==> src/rtl/elastic_pipe_stage_if.sv <==
// Handshake bundle for elastic_pipe_stage: upstream valid/data/stall, downstream
// valid/data/stall, flush and occupancy status.
interface elastic_pipe_stage_if #(
    parameter int unsigned DW    = 32,
    parameter int unsigned DEPTH = 4
);
    localparam int unsigned CW = $clog2(DEPTH + 1);

    logic          v_i;
    logic [DW-1:0] data_i;
    logic          stall_o;
    logic          v_o;
    logic [DW-1:0] data_o;
    logic          stall_i;
    logic          flush;
    logic [CW-1:0] count;
    logic          almost_full;

    modport slave (
        input  v_i, data_i, stall_i, flush,
        output stall_o, v_o, data_o, count, almost_full
    );

    modport master (
        output v_i, data_i, stall_i, flush,
        input  stall_o, v_o, data_o, count, almost_full
    );
endinterface

==> src/rtl/elastic_pipe_stage.sv <==
// Elastic valid/stall pipeline stage: DEPTH-entry circular buffer with registered
// upstream stall, synchronous flush, occupancy count and almost-full flag.
module elastic_pipe_stage #(
    parameter int unsigned DW       = 32,
    parameter int unsigned DEPTH    = 4,
    parameter int unsigned AF_LEVEL = 3
) (
    input logic                 clk,
    input logic                 rst,
    elastic_pipe_stage_if.slave bus
);
    localparam int unsigned CW = $clog2(DEPTH + 1);
    localparam int unsigned PW = $clog2(DEPTH);

    logic [DW-1:0] mem_q [DEPTH];
    logic [PW-1:0] wr_ptr_q, wr_ptr_d;
    logic [PW-1:0] rd_ptr_q, rd_ptr_d;
    logic [CW-1:0] count_q, count_d;
    logic          full;
    logic          valid;
    logic          push;
    logic          pop;

    // Explicit wrap so non-power-of-two depths work.
    function automatic logic [PW-1:0] ptr_inc(input logic [PW-1:0] p);
        return (p == PW'(DEPTH - 1)) ? '0 : p + PW'(1);
    endfunction

    assign full  = (count_q == CW'(DEPTH));
    assign valid = (count_q != '0);
    assign push  = bus.v_i & ~full & ~bus.flush;
    assign pop   = valid & ~bus.stall_i & ~bus.flush;

    always_comb begin
        wr_ptr_d = wr_ptr_q;
        rd_ptr_d = rd_ptr_q;
        count_d  = count_q;
        if (bus.flush) begin
            wr_ptr_d = '0;
            rd_ptr_d = '0;
            count_d  = '0;
        end else begin
            if (push) wr_ptr_d = ptr_inc(wr_ptr_q);
            if (pop)  rd_ptr_d = ptr_inc(rd_ptr_q);
            unique case ({push, pop})
                2'b10:   count_d = count_q + CW'(1);
                2'b01:   count_d = count_q - CW'(1);
                default: count_d = count_q;
            endcase
        end
    end

    always_ff @(posedge clk or negedge rst) begin
        if (!rst) begin
            wr_ptr_q <= '0;
            rd_ptr_q <= '0;
            count_q  <= '0;
        end else begin
            wr_ptr_q <= wr_ptr_d;
            rd_ptr_q <= rd_ptr_d;
            count_q  <= count_d;
        end
    end

    // Storage is reset so data_o is never X, even while v_o is low.
    always_ff @(posedge clk or negedge rst) begin
        if (!rst) begin
            for (int i = 0; i < int'(DEPTH); i++) mem_q[i] <= '0;
        end else if (push) begin
            mem_q[wr_ptr_q] <= bus.data_i;
        end
    end

    assign bus.stall_o     = full;
    assign bus.v_o         = valid;
    assign bus.data_o      = mem_q[rd_ptr_q];
    assign bus.count       = count_q;
    assign bus.almost_full = (count_q >= CW'(AF_LEVEL));

    a_count_bound: assert property (@(posedge clk) disable iff (!rst) count_q <= CW'(DEPTH));
    a_no_overflow: assert property (@(posedge clk) disable iff (!rst) !(push && full));
    a_no_underflow: assert property (@(posedge clk) disable iff (!rst) !(pop && !valid));
endmodule
==> src/flat_wrapper.sv <==
// flat-port wrapper written by rule: the top's interface ports become plain ports
module elastic_pipe_stage_flat 
#(
    parameter int unsigned DW       = 32,
    parameter int unsigned DEPTH    = 4,
    parameter int unsigned AF_LEVEL = 3
)
  (clk, rst, bus_v_i, bus_data_i, bus_stall_i, bus_flush, bus_stall_o, bus_v_o, bus_data_o, bus_count, bus_almost_full);
  elastic_pipe_stage_if #(.DW(DW), .DEPTH(DEPTH)) bus_i ();
  input logic clk;
  input logic rst;
  input wire logic [$bits(bus_i.v_i)-1:0] bus_v_i;
  input wire logic [$bits(bus_i.data_i)-1:0] bus_data_i;
  input wire logic [$bits(bus_i.stall_i)-1:0] bus_stall_i;
  input wire logic [$bits(bus_i.flush)-1:0] bus_flush;
  output wire logic [$bits(bus_i.stall_o)-1:0] bus_stall_o;
  output wire logic [$bits(bus_i.v_o)-1:0] bus_v_o;
  output wire logic [$bits(bus_i.data_o)-1:0] bus_data_o;
  output wire logic [$bits(bus_i.count)-1:0] bus_count;
  output wire logic [$bits(bus_i.almost_full)-1:0] bus_almost_full;
  assign bus_i.v_i = bus_v_i;
  assign bus_i.data_i = bus_data_i;
  assign bus_i.stall_i = bus_stall_i;
  assign bus_i.flush = bus_flush;
  assign bus_stall_o = bus_i.stall_o;
  assign bus_v_o = bus_i.v_o;
  assign bus_data_o = bus_i.data_o;
  assign bus_count = bus_i.count;
  assign bus_almost_full = bus_i.almost_full;
  elastic_pipe_stage #(.DW(DW), .DEPTH(DEPTH), .AF_LEVEL(AF_LEVEL)) u_core (.clk(clk), .rst(rst), .bus(bus_i));
endmodule
==> config.mk <==
export PLATFORM = sky130hd
export DESIGN_NAME = elastic_pipe_stage_flat
export DESIGN_NICKNAME = d
export VERILOG_FILES = /design/src/rtl/elastic_pipe_stage_if.sv /design/src/rtl/elastic_pipe_stage.sv /design/src/flat_wrapper.sv
export SDC_FILE = /design/constraint.sdc
export NUM_CORES = 1
export LEC_CHECK = 0
export ABC_AREA = 1
export CORE_MARGIN = 1.5
export CORE_UTILIZATION = 60
export DETAILED_ROUTE_END_ITERATION = 8
export PLACE_DENSITY_LB_ADDON = 0.2
export SYNTH_ARGS = -nofsm -noshare
export SYNTH_HDL_FRONTEND = slang
export SYNTH_SLANG_ARGS = --single-unit
==> constraint.sdc <==
create_clock -name clk -period 3.5 [get_ports clk]
set_input_delay 0.35 -clock clk [delete_from_list [all_inputs] [get_ports clk]]
set_output_delay 0.35 -clock clk [all_outputs]
set_load 0.03 [all_outputs]
* After elaboration in Yosys (flattened, before gate mapping)
Index checks and enable logic that the tools add are counted.
Storage, ports and cells: flip-flop bits (word level) 135, logic and storage cells 48, output and inout bits 38
Cells by class: equality and inequality tests 5, bitwise logic cells 9, multiplexer cells 14, add/subtract/negate cells 4, reductions and logical operators 5, order comparisons 4
Operator list (count):
- 128-bit bitwise mux | 1
- 32-bit 2-to-1 mux | 3
- 32-bit binary-select mux with 2-bit select | 1
- 32-bit demux with 2-bit select | 1
- 2-bit 2-to-1 mux | 6
- 2-bit equality test, second input constant | 3
- 3-bit >= comparator, second input constant | 2
- 2-bit NOT with 3-bit output | 2
- 3-bit one-hot mux with 2 select lines | 1
- 3-bit nonzero test | 2
- 2-bit by 1-bit adder with 2-bit output, second input constant | 2
- 1-bit AND | 4
- 2-bit nonzero test | 2
- 3-bit by 1-bit adder with 3-bit output, second input constant | 1
- 3-bit equality test, second input constant | 1
- 3-bit by 2-bit >= comparator with 1-bit output, second input constant | 1
- 3-bit by 1-bit less-than comparator with 1-bit output, second input constant | 1
- 3-bit 2-to-1 mux | 1
- 1-bit NOT | 3
- 3-bit by 1-bit subtractor with 3-bit output, second input constant | 1
- 2-bit by 1-bit equality test with 1-bit output, second input constant | 1
- 1-bit logical AND | 1

* Longest topological paths before layout
Gate-level depths: netlist of the first run.
word-level depth 7, mapped depth 12, mapped depth without buffers 12

* Worst setup path after synthesis of the first run
OpenSTA, ideal clock, no wires.
kind reg2reg, start register u_core.count_q[0], in the netlist u_core.bus.count[0], end register u_core.count_q[2], in the netlist u_core.bus.count[2], cell stages (with the launch flop) 13, arrival 1830 ps, period minus slack after synthesis 1947 ps, path slack 1553 ps, required time 3383 ps, cells stage by stage dfrtp_1 nor2_2 nand2_2 nand2_4 nand3_1 inv_1 fa_1 xnor2_1 inv_1 nand2_1 nand2_1 nand2_1 nand2_1
On the way: longest elaborated chain between the ends 7
Ends and longest elaborated chain:
- start, declared | RTL line elastic_pipe_stage.sv:18 | logic [CW-1:0] count_q, count_d;
- start signal, assigned | RTL line elastic_pipe_stage.sv:61 | count_q <= count_d;
- 3-bit equality test | RTL line elastic_pipe_stage.sv:29 | assign full = (count_q == CW'(DEPTH));
- 1-bit NOT | RTL line elastic_pipe_stage.sv:31 | assign push = bus.v_i & ~full & ~bus.flush;
- 1-bit AND (2 in a row) | RTL line elastic_pipe_stage.sv:31
- 2-bit by 1-bit equality test with 1-bit output / 2-bit equality test (equally long branches) | RTL line elastic_pipe_stage.sv:45 | unique case ({push, pop})
- 3-bit one-hot mux with 2 select lines | RTL line elastic_pipe_stage.sv:45
- 3-bit 2-to-1 mux | RTL line elastic_pipe_stage.sv:38 | if (bus.flush) begin
Several ways; a longest one is shown, not always the timed one. A chain may end at the register's enable or synchronous reset.

* Worst setup path in the final report of the first run
start register u_core.rd_ptr_q[0], end output port bus_data_o[21]
On the way: longest elaborated chain between the ends 4
Ends and longest elaborated chain:
- start, declared | RTL line elastic_pipe_stage.sv:17 | logic [PW-1:0] rd_ptr_q, rd_ptr_d;
- start signal, assigned | RTL line elastic_pipe_stage.sv:60 | rd_ptr_q <= rd_ptr_d;
- 2-bit NOT with 3-bit output (not written as such) | RTL line elastic_pipe_stage.sv:76 | assign bus.data_o = mem_q[rd_ptr_q];
- 32-bit binary-select mux with 2-bit select | RTL line elastic_pipe_stage.sv:76
- 32-bit 2-to-1 mux (not written as such) (2 in a row) | RTL line elastic_pipe_stage.sv:76
- end, declared | RTL line flat_wrapper.sv:18 | output wire logic [$bits(bus_i.data_o)-1:0] bus_data_o;
Every way passes these cells. The select of a mux whose other input is x is not followed.

==> results of run 1 <==
[area by class of cell]
class	instances	area (sq um)	share of cell area, %
repair buffers	82	813	11.0
clock inverters	11	76.3	1.03
clock buffers	21	459	6.22
well taps	133	166	2.26
multi-input cells	464	2320	31.4
flip-flops and latches	135	3380	45.8
inverters	44	165	2.24
[logic make-up after synthesis]
logic type | synth area share (%)
buffers and inverters | 8.36
adders and majority gates | 1.33
AOI/OAI and AO/OA | 21.1
DFF | 54.4
and+or+nand+nor | 14.7
xor gates and xnor gates | 0.141
[sequential cells by signal (all words and copies together) (netlist names)]
register and flops:
u_core.bus.count 3, u_core.wr_ptr_q 2, u_core.mem_q 128, u_core.rd_ptr_q 2
[power by group through the flow]
stage	Clock [uW]	Combinational (uW)	Sequential [uW]
global route	1670	3380	2780
floorplan	0	2110	2570
CTS	1600	3110	2680
finish	1580	3100	2690
detailed placement	0	3080	2680
global placement	0	2990	2660
[worst min-delay path by stage]
stage | startpoint | to | slack [ps] | cells after the start
floorplan | rst | u_core.bus.count[0]$_DFFE_PN0P_ | 50 | 0
global placement | rst | u_core.mem_q[68]$_DFFE_PN0P_ | 420 | 1
detailed placement | rst | u_core.mem_q[68]$_DFFE_PN0P_ | 420 | 1
CTS | rst | u_core.mem_q[68]$_DFFE_PN0P_ | 420 | 2
global route | bus_data_i[28] | u_core.mem_q[28]$_DFFE_PN0P_ | 440 | 3
finish | rst | u_core.mem_q[68]$_DFFE_PN0P_ | 390 | 2
[through the flow]
stage	setup slack, ps	cells
6_report	219	890
5_1_grt	88.6	890
4_1_cts	241	890
3_5_place_dp	808	857
3_3_place_gp	849	857
2_1_floorplan	1550	687
[repair_timing]
item	in CTS	in global routing
hold endpoints to repair	49	0
setup buffers	0	0
setup endpoints to repair	0	0
hold buffers	1	0
resized for setup	0	0
[critical path, delay by kind of cell, from the launching register on]
| family | cells | cell delay, ps |
|---|---|---|
| compound gates | 2 | 300 |
| buf+inv | 3 | 1400 |
| flops | 1 | 670 |
[placed cells by master (no fill, tap or decap), drive strengths merged, types with 5 or more instances in the layout]
master         count
buf                8
clkbuf            21
clkdlybuf4s50     73
clkinv             7
dfrtp            135
ha                 5
inv               44
nand2            154
nor2              68
o21ai            197
o22ai             32
[metal layers]
| metal | wire [microns] | up-vias |
|---|---|---|
| met1 | 6190 | 2439 |
| met4 | 217 | 0 |
| met3 | 843 | 23 |
| li1 | - | 2408 |
| met2 | 6780 | 156 |
| met5 | 0 | - |
==> run summary, run 1 <==
The routed design has 14.0 mm of wire. The die footprint is 11000 sq um, and the leakage power is 0.00354 uW. The data required time at the worst endpoint came out at 3150 ps.

The combined area of all synthesized cells is 6210 sq um. For the number of failing setup endpoints in the final timing report, the log shows 0. The critical path starts at u_core.rd_ptr_q[0]$_DFFE_PN0P_. The floorplan step set the die width to 105 microns. After clock tree synthesis, the clock-pin slew on the worst setup and hold paths is 60 ps. The clock tree synthesis step divided the H-tree into 4 levels. The run finished with clean final reports. The most common cell in the synthesized netlist is nand2_1. The clock drives 135 sinks. The sequential-to-total area share from yosys stat is 54.4%, and the depth of the worst register-to-register path is 12. The ratio of total power to cell area came out at 1000 nW/um^2. The switching component of the power is 2950 uW, and the routing usage on met3 is 6.74%. The worst path uses 93.8% of the clock period.

The global routing usage on met1 was 36.1%. During synthesis, Yosys emitted a total of 0 warnings. The synthesized design spends more area on one cell type than any other, namely dfrtp_1.

The final critical path time including I/O delays and setup was 3280 ps. Along the worst path, the maximum fanout reaches 45. Buffers placed on the I/O ports in this run total 74.

The number of antenna violations at the first check in global routing is 0. Entering global routing, the biggest net connects 65 pins. The congestion estimate from routability-driven global placement came to 0.821. The worst setup path category is reg -> out. Layer with the highest usage: met2. Synthesis produced a netlist whose cell count is 687.

The via count of the first global-routing pass came out at 4893. In the post-synthesis netlist, the biggest area contributors are dfrtp_1, nand2_1, o21ai_1. Summing all placed instances gives a cell area of 6830 sq um. The run gives 0 as the detailed-route DRC error count. The slowest stage of the critical path belongs to the cell clkdlybuf4s50_1.

The first global-routing pass estimated 23.3 mm of wire. The share of async-settable or async-resettable flops after synthesis works out to 100%. After routing the design area is 7380 sq um. The tools report the number of buffers inserted during clock tree synthesis as 17. Prevailing post-synth register cell: dfrtp_1. The remaining global-route overflow is 0, and the clock latency on the worst-skew pair is 530 ps. The met2 demand-to-capacity share in global routing was 43.0%; the worst-margin pin slew was 810 ps.

Dividing the synthesized area by the synthesized cell count gives 9.05 sq um. Once detail routing completed, the nets flagged for antenna violations numbered 0. The routed layout has 5026 vias. The arrival time of data at the critical path endpoint was 2930 ps. Dividing the detail-routed wire length by the instance count gives 15.8 microns. The startpoint identified for the worst register-to-register timing path is u_core.bus.count[0]$_DFFE_PN0P_. Peak clock frequency supported by timing: 0.305 GHz. Of the total power, the share spent switching nets is 40.0%. The total of flip-flops plus latches after synthesis works out to 135. In this run the critical register-to-register path is captured at u_core.bus.count[2]$_DFFE_PN0P_. Per report_power, the sequential group accounts for 36.5% of the total. The run gives 7370 uW as the total power of the final layout. Combinational logic is responsible for 42.0% of the overall power. The logs give 0 for the final hold violation count and 62.7% for the initial core utilization. The number of antenna repair diodes came out at 0.

For the combined global-route utilization of all metal layers, the log shows 26.8%. The mean number of vias per cell is 5.65, and the net count after synthesis is 730. Of the post-synthesis cell area, the dominant cell type holds 54.4%. The critical path goes through inv_2 -> buf_12 -> o21ai_0 -> o22ai_1 -> clkdlybuf4s50_1. For the utilization after layout, the log shows 74.4%.

Internal power comes to 4420 uW. The site row count is 36, and the maximum ir drop on the vdd rail is 662 uV. After routing, the total negative slack on setup checks comes to 0 ps.

The clock passes through at most 2 buffers. In this run the worst setup path terminates at bus_data_o[21]. After the first detailed-routing iteration, the DRC count stood at 289.

For this run, the slowest stage of the critical path takes 730 ps. The count of final max-slew check failures was 0. Setup repair after global routing left no endpoint under its margin. Across all hold checks on the routed design, the worst slack comes to 393 ps. The worst setup path is captured at an output port. After floorplanning, the core was sized to cover 9910 sq um. For the layout filler cell count, the log shows 709.

The path class of the lowest-slack min-delay path is in -> async. By count the netlist is led by nand2_1, dfrtp_1, o21ai_1, o21ai_0, nor2_1. The first-pass iteration count of the detailed router is 5, and the setup slack on the worst flop-to-flop path is 1580 ps. In this run, distinct cell masters in the synthesized netlist total 22. The synthesized design contains 0 enable-type register cells. TritonCTS built the clock tree. Of the cells placed in the final design, the portion with a size suffix greater than 1 is 10.7%. The synthesis-to-layout area growth works out to 18.7%.

The worst setup path is launched from a flop. The die is 105 microns tall. The count of boundary I/O pins was 75. The tool flagged a number of max-cap violations equal to 0.

The worst slew slack as a fraction of its limit is 46.0%. In this run, the clock network consumes 21.5% of the power. The buffer type at the clock tree root was clkbuf_8. After the last flow step, the layout net total stands at 787. Once detailed placement completed, the half-perimeter wirelength came to 8.10 mm. The tools report the clock skew as 8.17 ps.
Note: power is estimated with default switching activity, not from simulation.
==> run 2, diff against run 1 <==
--- a/config.mk
+++ b/config.mk
@@ -7,7 +7,7 @@
 export LEC_CHECK = 0
 export ABC_AREA = 1
 export CORE_MARGIN = 1.5
-export CORE_UTILIZATION = 60
+export CORE_UTILIZATION = 45
 export DETAILED_ROUTE_END_ITERATION = 8
 export PLACE_DENSITY_LB_ADDON = 0.2
 export SYNTH_ARGS = -nofsm -noshare
==> run 2 against run 1 <==
Setup slack gained 330 ps. Sequential power fell by 2%. Cell count is 4.7% higher. Utilization decreased by 18 points. Sequential cell count unchanged. Via count shrank 1.6%. Critical path type unchanged. Critical endpoint is now bus_data_o[30]. Largest cell class unchanged. Largest power group unchanged.
==> run summary, run 2 (synthesized netlist as in run 1, its figures left out) <==
The hold buffer count at CTS was 0; the total placed cells including tap cells was 900. In this run the tightest slew margin relative to its limit is 24.1%. The register with the most flip-flops in the layout has 128 of them. Number of DRC markers in iteration 0: 405. The number of failing setup endpoints in the final timing report was 0. The die boundary width is 121 microns, and the weighted congestion at the end of routability-driven global placement is 0.786. Between clock sinks in the finished design, the worst skew comes to 6.21 ps. Clock tree synthesis found a total of 135 sinks.

After detailed routing, the total wire length is 13.9 mm. With fillers left out, the area of the finished cells amounts to 7520 sq um. TritonCTS built the clock tree. More flip-flops sit in one register than any other, and that register is u_core.mem_q.

Once the clock tree was built, the setup fixing pass inserted 0 buffers. Total power of the final layout: 7700 uW. Setup repair after global routing left no endpoint under its margin. STA classifies the critical path startpoint as a flop. Once detail routing completed, the nets flagged for antenna violations numbered 0. The initial core utilization came out at 46.6%. The region available for standard cell placement spans 13300 sq um. VDD sags by at most 502 uV. The worst-margin pin slew is 1140 ps, and the mean number of vias per cell is 5.31. The first-pass iteration count of the detailed router is 5, and the final critical path time including I/O delays and setup is 2950 ps.

The die footprint is 14500 sq um, and the clock-pin slew on the worst setup and hold paths is 60 ps. For the final hold violation count, the log shows 0. The logs give 4861 for the via count of the first global-routing pass and 75 for the count of boundary I/O pins. The net count of the finished layout is 786. The worst setup path category is reg -> out. Clock latency on the worst-skew pair, taken at its later pin, is 410 ps.

In this run the worst hold path is classified as in -> async. For the first-pass GRT wire length, the log shows 23.9 mm. The floorplan has 42 rows. The peak clock frequency supported by timing came out at 0.339 GHz. Leaving out fill and tap cells, the most frequent cells in the layout are nand2_1, dfrtp_1, o21ai_1, clkdlybuf4s50_1, o21ai_0. Data arrives at the worst endpoint at 2600 ps.

Entering global routing, the biggest net connects 124 pins. The repair_antennas step left the layout with diodes totalling 0. For the placed cell area, the log shows 6880 sq um. Global routing used 20.9% of the available tracks across all layers.

Layout filler cell count: 1194. The post-route netlist has 10.6% of its cells at a drive strength greater than 1. The number of clock buffers added by TritonCTS is 17.

The cell sitting at the root of the clock tree is a clkbuf_16. After global routing the overflow that remains totals 0. In the final layout, the multi-input gates occupy 2320 sq um.

The flip-flop and latch area came out at 3380 sq um. In the final routed layout, each cell accounts on average for 15.0 microns. The tools report the worst path setup slack after routing as 551 ps. Counting along the longest clock path gives a buffer depth of 2.

The count of cells in the finished layout, fillers not included, comes to 932. The die is 121 microns tall. The most common library cell in the layout ignoring fill and taps was nand2_1. The number of maximum-capacitance constraint violations is 0, and the count of port buffers added during placement is 74. Prior to clock tree synthesis, the placed netlist has a worst setup slack of 1010 ps. In this run the static leakage power is 0.00358 uW. From synthesis to final layout, the design area changed by 21.1%. The ratio of final minimum period to clock period works out to 84.2%. In the routed design, unresolved DRC markers number 0. The H-tree was split into 4 levels. Setup total negative slack on the finished layout was measured at 0 ps. The ratio of total power to cell area was 1020 nW/um^2. The run finished with clean final reports. The HPWL after detailed placement is 8.00 mm. Across all layers, the routed design uses 4948 vias. The count of final max-slew check failures came out at 0. Type of destination of the critical path: an output port.

For the worst setup path, the data required time is 3150 ps. Number of antenna violations at the first check in global routing: 0. Gates resized during post-CTS repair numbered 0. Along the worst path, the maximum fanout reaches 32.
## run 2: final cells by class
class	count	share of cell area, %
clock buffers	20	5.94
well taps	176	2.93
flip-flops and latches	135	44.9
clock inverters	12	2.66
multi-input cells	464	30.8
inverters	44	2.20
repair buffers	81	10.6
## run 2: path summary, 6_finish.rpt
kind	start	endpoint	slack, ps	cells past startpoint
min in group clk	u_core.mem_q[77]$_DFFE_PN0P_	u_core.mem_q[77]$_DFFE_PN0P_	470	2
max	u_core.rd_ptr_q[0]$_DFFE_PN0P_	bus_data_o[30]	550	5
min reg2reg	u_core.mem_q[77]$_DFFE_PN0P_	u_core.mem_q[77]$_DFFE_PN0P_	470	2
max reg2reg	u_core.bus.count[1]$_DFFE_PN0P_	u_core.bus.count[2]$_DFFE_PN0P_	1530	11
min	rst	u_core.bus.count[0]$_DFFE_PN0P_	30	1
max in group asynchronous	rst	u_core.mem_q[26]$_DFFE_PN0P_	2530	2
## run 2: where the power goes
part           internal (uW)  switching (uW)  total [uW]  leakage [uW]
Clock                   1280             655        1940      0.000306
Combinational           1250            1890        3140       0.00154
Sequential              2250             379        2630       0.00173
Total                   4780            2920        7700       0.00358
## run 2: layer usage
| metal | vias up | share of wire [%] | GRT usage [%] |
|---|---|---|---|
| li1 | 2390 | - | - |
| met1 | 2395 | 45 | 28.2 |
| met2 | 151 | 48 | 33.6 |
| met3 | 12 | 5.9 | 5.00 |
| met4 | 0 | 0.82 | 5.96 |
| met5 | - | 0 | 0 |
## run 2: stage by stage
stage | util (%) | hold slack (ps)
after floorplan | - | 54.4
after global placement | 51.5 | 458
after detailed placement | 51.5 | 464
after CTS | 56.4 | 164
after global routing | 56.4 | 169
final | 56.4 | 34.6
## run 2: critical path, cell delays in order, from the launching register on
cell and delay, ps:
dfrtp_2 400, inv_2 410, buf_4 320, nor2_1 60, o22ai_1 260, clkdlybuf4s50_1 730
==> run 3, diff against run 2 <==
==> constraint.sdc (replaced) <==
create_clock -name clk -period 2.84 [get_ports clk]
set_input_delay 0.284 -clock clk [delete_from_list [all_inputs] [get_ports clk]]
set_output_delay 0.284 -clock clk [all_outputs]
set_load 0.03 [all_outputs]
==> run 3 against run 2 <==
Clock power is 19% higher. Non-clock buffer count is 2 higher. Combinational power is 24% higher. Design area is 0.45% higher. Global-route usage is 0.76 points higher. First-iteration DRC count is 18% lower. Die area stayed put. Total power is 23% higher. Sequential share of layout area is 0.20 points lower. Routed wire length is 1.8% higher. Hold slack better by 440 ps. Count of clock-buffer cells in the layout is 2 higher. Critical path type unchanged. Largest power group unchanged.
==> run summary, run 3 (synthesized netlist as in run 1, its figures left out) <==
The placed cell area was 6920 sq um. TritonCTS built the clock tree. The die boundary width works out to 121 microns. No sink is reached through more buffers than the 2 on the longest clock path. The via count of the first global-routing pass was 4955; the total vias in the final route was 4898.

Cell with the largest stage delay on the worst path: clkdlybuf4s50_1. The count of buffers added on input and output ports is 74. The congestion estimate from routability-driven global placement came to 0.731. Once the floorplan was initialized, standard cells occupied 46.6% of the core. The flip-flop count of the largest register after layout is 128, and the final critical path time including I/O delays and setup is 2690 ps. In this run the critical register-to-register path is captured at u_core.bus.count[2]$_DFFE_PN0P_.

For this run, the slowest stage of the critical path takes 710 ps. The data required time at the worst endpoint is 2560 ps, and the detailed-route DRC error count is 0. For this run, the top clock speed supported by timing is 0.372 GHz. The number of clock buffers added by TritonCTS is 17. Ranked by flip-flop count, first place goes to u_core.mem_q. The flow ran to the end, and the final reports show no timing, DRC or antenna violations. The tools report the arrival time of data at the critical path endpoint as 2410 ps. The tightest hold path in the finished design has a slack of 476 ps. The floorplan step defined a die boundary enclosing 14500 sq um. The tools report the final hold violation count as 0. The logs give 471 ps for the post-placement setup slack and 0 ps for the setup total negative slack. For this block, the initial DRC count from the detailed router was 334. The first-pass iteration count of the detailed router is 5. The average wire per cell in the routed design was 15.2 microns; the mean number of vias per cell was 5.25. The total wire length after detailed routing is 14.2 mm. The number of H-tree levels was 4; the first-pass GRT wire length was 24.2 mm. In this run the static leakage power is 0.00361 uW. Clock latency on the worst-skew pair, taken at its later pin, is 420 ps. The worst setup path category is reg -> out. In this run the power density over the cells is 1250 nW/um^2. Relative to the synthesized area, the layout overhead comes to 21.6%. Leaving out fill and tap cells, the most frequent cell in the layout is nand2_1.

For the net total in the final layout, the log shows 788. For flop-to-flop paths, the worst setup slack is 890 ps. The min-delay analysis places its worst path in the category in -> async.

The logs give 85 for the largest net degree at the start of global routing and 689 uV for the maximum ir drop on the vdd rail. After clock tree synthesis, the clock-pin slew on the worst setup and hold paths is 50 ps. The number of cells on the worst reg-to-reg path is 11. The die is 121 microns tall. Setup repair after global routing left no endpoint under its margin.

Setup violations remaining at the end of the flow were counted as 0. Measured against its own limit, the worst slew margin works out to 47.4%. Traced cell by cell, the critical path runs through inv_2 -> buf_4 -> o21ai_0 -> o22ai_1 -> clkdlybuf4s50_1.

The finished cells cover 7560 sq um. Once detailed placement completed, the half-perimeter wirelength came to 8.32 mm. Global routing used 21.6% of the available tracks across all layers.

Counting every sink on the clock net gives 135. The worst path uses 94.7% of the clock period. For the pin with the worst max-slew slack, the measured transition is 789 ps. The startpoint identified for the worst register-to-register timing path is u_core.bus.count[1]$_DFFE_PN0P_. The count of final max-slew check failures was 0. The tools report the remaining global-route overflow as 0. The number of antenna diodes in the final layout is 0.

The design draws 9460 uW. Max-cap violations in this run came to 0. In the layout the commonest cells are nand2_1, dfrtp_1, o21ai_1, clkdlybuf4s50_1, o21ai_0. The number of antenna violations at the first check in global routing was 0. For the clock skew, the log shows 5.05 ps.

The layout filler cell count was 1202. The tools report the count of boundary I/O pins as 75. The worst path setup slack after routing was 150 ps; the fraction of layout instances using a drive strength above 1 was 10.6%. For the site row count, the log shows 42. The buffer type at the clock tree root was clkbuf_16. Area of the core region: 13300 sq um. Along the worst path, the maximum fanout reaches 22.

STA classifies the critical path startpoint as a flop. Tracing the worst setup path back leads to its startpoint at u_core.rd_ptr_q[0]$_DFFE_PN0P_. The tools report the remaining number of nets flagged by the antenna check after routing as 0.

In this run the worst setup path terminates at bus_data_o[8]. The worst setup path is captured at an output port.
run 3: cell count changes in the layout (fill, tap and decap cells not counted), sizes merged:
cell / before / now
dlygate4sd3: 0 / 1
clkinvlp: 3 / 1
clkbuf: 20 / 22
bufinv: 5 / 4
buf: 8 / 9
run 3: layout make-up:
cell class	count	area [sq um]	share of cell area, %
clock buffers	22	474	6.27
clock inverters	9	148	1.95
inverters	44	165	2.19
multi-input cells	464	2320	30.7
flip-flops and latches	135	3380	44.7
well taps	176	220	2.91
repair buffers	83	853	11.3
run 3: stage by stage:
step                      utilization [%]  std cells
after detailed placement             51.9        901
after CTS                            56.6        933
final                                56.6        933
after global routing                 56.6        933
after global placement               51.9        901
after floorplan                         -        687
run 3: power by group:
part	internal, uW	switching [uW]
Clock	1530	787
Combinational	1570	2330
Sequential	2770	474
Total	5870	3590
run 3: repair_timing:
action,CTS,global route
endpoints found under the setup margin,0,22
hold buffers,1,0
hold endpoints to repair,83,0
buffers inserted,0,0
resized for setup,0,1
run 3: how the worst min path moves through the flow:
stage                                             from                              end  cells past startpoint
after floorplan                                    rst  u_core.bus.count[0]$_DFFE_PN0P_                      0
after global placement                             rst  u_core.bus.count[0]$_DFFE_PN0P_                      1
after detailed placement                           rst  u_core.bus.count[2]$_DFFE_PN0P_                      1
after CTS                               bus_data_i[26]     u_core.mem_q[58]$_DFFE_PN0P_                      3
after global routing      u_core.mem_q[95]$_DFFE_PN0P_     u_core.mem_q[95]$_DFFE_PN0P_                      2
final                                              rst  u_core.bus.count[0]$_DFFE_PN0P_                      2
run 3: worst max-delay path: cells and delay by family, from the launching register on:
family                 cells  cell delay, ps
AO/OA/AOI/OAI              2             320
buffers and inverters      3            1250
flip-flops                 1             410
run 3: layer usage:
layer  routed length [microns]  global-route usage, %
met4                       237                   8.60
met5                         0                      0
met3                       751                   5.42
met2                      6740                   34.1
met1                      6470                   28.7
